## config.mk

```make
export PLATFORM = sky130hd
export DESIGN_NAME = level_window_ctrl
export DESIGN_NICKNAME = d
export VERILOG_FILES = /design/src/rtl/level_window_ctrl.sv
export SDC_FILE = /design/constraint.sdc
export NUM_CORES = 1
export LEC_CHECK = 0
export ABC_AREA = 1
export CAP_MARGIN = 10
export CORE_MARGIN = 1
export CORE_UTILIZATION = 54
export CTS_CLUSTER_DIAMETER = 30
export DETAILED_ROUTE_END_ITERATION = 10
export HOLD_SLACK_MARGIN = 0.06
export PLACE_DENSITY = 0.75
export SYNTH_ARGS = -nofsm -noshare
export SYNTH_HDL_FRONTEND = slang
export SYNTH_SLANG_ARGS = --single-unit
```

## constraint.sdc

```tcl
create_clock -name clk -period 2.7 [get_ports clk]
set_input_delay 0.54 -clock clk [delete_from_list [all_inputs] [get_ports clk]]
set_output_delay 0.54 -clock clk [all_outputs]
set_load 0.01 [all_outputs]
```

## src/rtl/level_window_ctrl.sv

```systemverilog
// Windowed |sample - midscale| accumulator with peak-hold and linear decay.
// Emits one 20-bit level word per window, with a one-cycle valid strobe, to the bar scaler.
module level_window_ctrl #(
    parameter int SAMPLE_W     = 12,
    parameter int MIDSCALE     = 2048,
    parameter int WINDOW       = 16,
    parameter int HOLD_WINDOWS = 4,
    parameter int DECAY_STEP   = 1000
) (
    input  logic                clk,
    input  logic                rst_n,
    input  logic                enable,
    input  logic [SAMPLE_W-1:0] sample_in,
    input  logic                sample_valid,
    output logic [19:0]         level_out,
    output logic                level_valid,
    output logic                busy
);
    localparam int CNT_W  = $clog2(WINDOW);
    localparam int HOLD_W = (HOLD_WINDOWS > 0) ? $clog2(HOLD_WINDOWS + 1) : 1;
    localparam logic [SAMPLE_W-1:0] MID       = SAMPLE_W'(MIDSCALE);
    localparam logic [CNT_W-1:0]    LAST      = CNT_W'(WINDOW - 1);
    localparam logic [HOLD_W-1:0]   HOLD_INIT = HOLD_W'(HOLD_WINDOWS);
    localparam logic [19:0]         DECAY     = 20'(DECAY_STEP);

    typedef enum logic [1:0] {IDLE, ACCUM, UPDATE} state_t;

    state_t              state;
    logic [19:0]         acc;
    logic [19:0]         win_sum;
    logic [CNT_W-1:0]    cnt;
    logic [HOLD_W-1:0]   hold_cnt;
    logic [SAMPLE_W-1:0] mag;
    logic [20:0]         sum_wide;
    logic [19:0]         sum_sat;

    // The extra carry bit lets the accumulator clamp at full scale instead of wrapping.
    always_comb begin
        mag      = (sample_in >= MID) ? sample_in - MID : MID - sample_in;
        sum_wide = {1'b0, acc} + 21'(mag);
        sum_sat  = sum_wide[20] ? 20'hFFFFF : sum_wide[19:0];
    end

    always_ff @(posedge clk) begin
        if (!rst_n) begin
            state       <= IDLE;
            acc         <= '0;
            cnt         <= '0;
            win_sum     <= '0;
            level_out   <= '0;
            level_valid <= 1'b0;
            busy        <= 1'b0;
            hold_cnt    <= '0;
        end else begin
            level_valid <= 1'b0;
            case (state)
                IDLE: begin
                    if (enable) begin
                        state <= ACCUM;
                        busy  <= 1'b1;
                    end
                end
                ACCUM: begin
                    if (!enable) begin
                        state <= IDLE;
                        busy  <= 1'b0;
                        acc   <= '0;
                        cnt   <= '0;
                    end else if (sample_valid) begin
                        if (cnt == LAST) begin
                            win_sum <= sum_sat;
                            acc     <= '0;
                            cnt     <= '0;
                            state   <= UPDATE;
                        end else begin
                            acc <= sum_sat;
                            cnt <= cnt + CNT_W'(1);
                        end
                    end
                end
                UPDATE: begin
                    // A new peak restarts the hold; otherwise hold runs out before decay begins.
                    if (win_sum >= level_out) begin
                        level_out <= win_sum;
                        hold_cnt  <= HOLD_INIT;
                    end else if (hold_cnt != '0) begin
                        hold_cnt <= hold_cnt - HOLD_W'(1);
                    end else begin
                        level_out <= (level_out > DECAY) ? level_out - DECAY : '0;
                    end
                    level_valid <= 1'b1;
                    state       <= enable ? ACCUM : IDLE;
                    busy        <= enable;
                    // A strobe landing here opens the next window rather than being lost.
                    if (enable && sample_valid) begin
                        acc <= 20'(mag);
                        cnt <= CNT_W'(1);
                    end
                end
                default: begin
                    state <= IDLE;
                    busy  <= 1'b0;
                end
            endcase
        end
    end
endmodule
```

==> summary.txt <==
Detailed routing
  – First drt pass iteration count: 5
  – Final routed wirelength across all metal layers: 14.91 mm
  – Vias per std cell: 5.416
  – DRT iter0 DRCs: 316
  – Average routed wire per standard cell: 14.24 µm
  – Total via count in the routed design: 5,671
  – Residual DRC: 0
  – Number of nets still failing antenna checks after routing: 0

Floorplanning
  – Chip height: 100.6 µm
  – Area inside the core boundary: slightly above 9000 µm²
  – Die Wd: 100.6 µm
  – Die Outline Area: just over 10,000 µm²
  – Starting Density: 0.5626
  – Count of boundary I/O pins: 38
  – Std-Cell Rows: 35

Timing
  – Share of the cycle needed by the critical path after routing: 0.9888
  – Worst hold slack: 0.4700 ns
  – Final Max Slew Viols: 0
  – Final critical delay including setup and external delays: 2.670 ns
  – Max_slew headroom: 0.5568
  – Setup clock skew after layout: 0.009865 ns
  – Final setup violation count: 0
  – Slew at the pin with the worst max-slew slack: 0.6611 ns
  – Setup TNS: 0 ns
  – Peak clock frequency supported by timing: 374.6 MHz
  – Hold violation total from the final report: 0

Global routing
  – Tot GR Track Use: 0.3059
  – Largest net degree at the start of global routing: 38
  – Global route total overflow: 0
  – Wire length of the first global-routing pass: between 20 and 25 mm
  – Via count of the first global-routing pass: about 5,500
  – Initial antenna violation count: 0

Final layout
  – Post-layout utilization of the core: 0.7280
  – Final nets: 967
  – Post-route cell area: roughly 6800 µm²
  – Area Overhead vs Synth: 29.40%
  – Ratio of cells with drive above 1 in the final layout: 0.2320
  – Non-filler instance count after layout: 1,047
  – Diode insertion count for antenna repair: 0

Synth
  – Top FF cell, synth: dfxtp_1
  – Post-synthesis cell count: between 800 and 900
  – Flops & latches, synth: 71
  – Yosys top cell by area: dfxtp_1
  – Yosys warnings: 0
  – Mean instance size in the synthesized netlist: 6.455 µm²
  – Synth cell types: 41
  – Net count after synthesis: a little under 900
  – Most repeated cell in the gate-level netlist after synthesis: nand2_1
  – Largest cells by area after synthesis: dfxtp_1 27%, nand2_1 14%, ha_1 8.8%, nor2_1 7.7%, inv_1 6.4%
  – Portion of netlist area occupied by mux cells: 0
  – Sequential fraction of the synthesis area: 0.2709
  – Post-synthesis compound-gate area fraction: 0.1583
  – Commonest cells post-synth: 199 x nand2_1, 107 x nor2_1, 89 x inv_1
  – Synthesized-area fraction occupied by and/or/nand/nor cells: 0.3400
  – Synth Cell Area: 5248 µm²
  – Proportion of register bits with asynchronous set or reset after synthesis: 0
  – Combinational family with the most area after synthesis: simple AND/OR/NAND/NOR gates
  – Xor/xnor share of the synthesized area: 0.04173
  – Proportion of netlist area held by the largest area contributor: 0.2709
  – Area share of fa/ha/maj cells after synthesis: 0.09204
  – Number of flops mapped to enable cells by yosys: 0

Pwr
  – Net load switching power: 752.9 µW
  – Internal: 1850 µW
  – Leak Pwr: 0.003195 µW
  – Part of the total power dissipated in combinational logic: 0.206
  – Fraction of power spent switching nets: 0.2893
  – Total power per unit cell area: 383.3 nW/µm²
  – Fraction of power consumed by sequential logic: 0.413
  – Worst-case vdd ir drop: 0.2186 mV
  – Clock Power Share: 0.380

Outcome
  – Run status: completed

Worst setup path
  – Worst stage delay on the critical path: 0.30 ns
  – Nature of the critical path startpoint: input port
  – Biggest fanout along the worst timing path: 3
  – Worst Setup End Kind: flop
  – Required time at the worst-slack endpoint: between 2 and 3 ns
  – Critical Path AT: just under 3 ns
  – Slowest stage cell, crit path: ha_1
  – Critical path cell sequence: clkdlybuf4s15_1, inv_2, ha_4, nand2_4, nand2_2, xnor2_2, ha_1, buf_4, nand2_1, inv_1, a21oi_1, nor2_1, nor2_2, o21ai_0, nand2_1, nand3_2, a21oi_2, nor2_1
  – Worst setup path class: in -> reg

Clock tree
  – Inserted Clock Buffers: 9
  – Maximum buffer depth of the clock tree: 2
  – CTS tree: done
  – Clock Sinks: between 70 and 80
  – Root Driver: clkbuf_8
  – H-tree depth: 3
  – Clock-pin transition on the worst setup and hold timing paths: 0.08 ns
  – Clock latency of the later-clocked register in the worst-skew pair: 0.36 ns

Placed design
  – Dpl cells: 1,021
  – Count of input and output buffers: 37
  – Post-DP Area: 6141 µm²
  – Final HPWL from detailed placement: 10.45 mm
  – Final weighted congestion in routability-driven placement: 0.9728

Run
  – Max-cap violations: 0

Hold path
  – Path category of the worst min-delay check: reg -> reg
==> power by group through the flow <==
stage | Sequential [µW] | Combinational [µW] | Clock [µW]
2_1_floorplan | 1090 | 251 | 0
3_3_place_gp | 1100 | 429 | 0
3_5_place_dp | 1100 | 442 | 0
4_1_cts | 1070 | 491 | 1000
5_1_grt | 1080 | 587 | 1040
6_report | 1080 | 537 | 990
==> layout make-up <==
type / instances / area, µm²
fill: 757 / 2537
tap: 129 / 161.4
sequential: 71 / 1421
inverter: 100 / 380.4
timing repair buffer: 113 / 952.2
multi-input combinational: 618 / 3652
clock inverter: 5 / 81.33
clock buffer: 11 / 141.4
==> final timing paths <==
kind            startpoint            end  slack (ns)  depth (start not counted)
max reg2reg  level_out[10]  level_out[16]        0.21                         15
min reg2reg    hold_cnt[0]    hold_cnt[0]        0.47                          2
max           sample_in[1]        acc[11]        0.03                         18
min            hold_cnt[0]    hold_cnt[0]        0.47                          2
==> registers in the layout (all words and copies together), names as in the netlist <==
name,cells
busy,1
win_sum,20
cnt,4
state,2
level_valid,1
level_out,20
acc,20
hold_cnt,3
==> critical path, delay by kind of cell <==
| kind | cells | cell delay [ns] |
|---|---|---|
| compound gates | 3 | 0.52 |
| fa+ha+maj | 2 | 0.47 |
| xor+xnor | 1 | 0.20 |
| buf+inv | 4 | 0.45 |
| simple gates | 8 | 0.73 |
==> repair_timing <==
| action | in CTS | in global routing |
|---|---|---|
| resized for setup | 57 | 54 |
| buffers inserted | 10 | 1 |
| hold buffers | 0 | 0 |
| pin swaps | 36 | 35 |
| setup endpoints to repair | 40 | 40 |
==> placed cells by master, fill, tap and decap left out, drive strengths merged, types with 2 or more instances in the layout <==
cell             n
o21bai           2
nor2           114
o21a             3
o211ai           2
dlymetal6s2s     5
a21oi           62
o21ai           77
nand2          215
clkbuf          15
xor2            17
nand3b           3
nand3           45
nor3            14
clkdlybuf4s50   27
ha              37
and2             2
clkinv           3
dfxtp           71
a31oi            3
bufinv           2
a22oi            2
xnor2            8
inv             99
buf             76
nand4            7
==> cells by family (layout without fill, tap and decap cells) <==
group	after synthesis	after routing
AND/OR/NAND/NOR	401	401
AO/OA/AOI/OAI	154	154
buffers and inverters	124	229
flip-flops	71	71
adder cells (fa/ha/maj)	38	38
XOR/XNOR	25	25
==> layer usage <==
| layer | routed length [µm] | track usage |
|---|---|---|
| met5 | 0 | 0 |
| met4 | 403 | 0.1226 |
| met3 | 773 | 0.05895 |
| met2 | 7263 | 0.5211 |
| met1 | 6470 | 0.3794 |
==> stage by stage <==
stage               setup slack [ns]  power [µW]
detailed placement           -0.6500        1539
floorplan                    0.03620        1344
global placement             -0.5864        1525
finish                       0.03026        2603
global route                -0.06271        2703
CTS                         0.007816        2565
No activity file was read; power rests on OpenSTA's default activity.
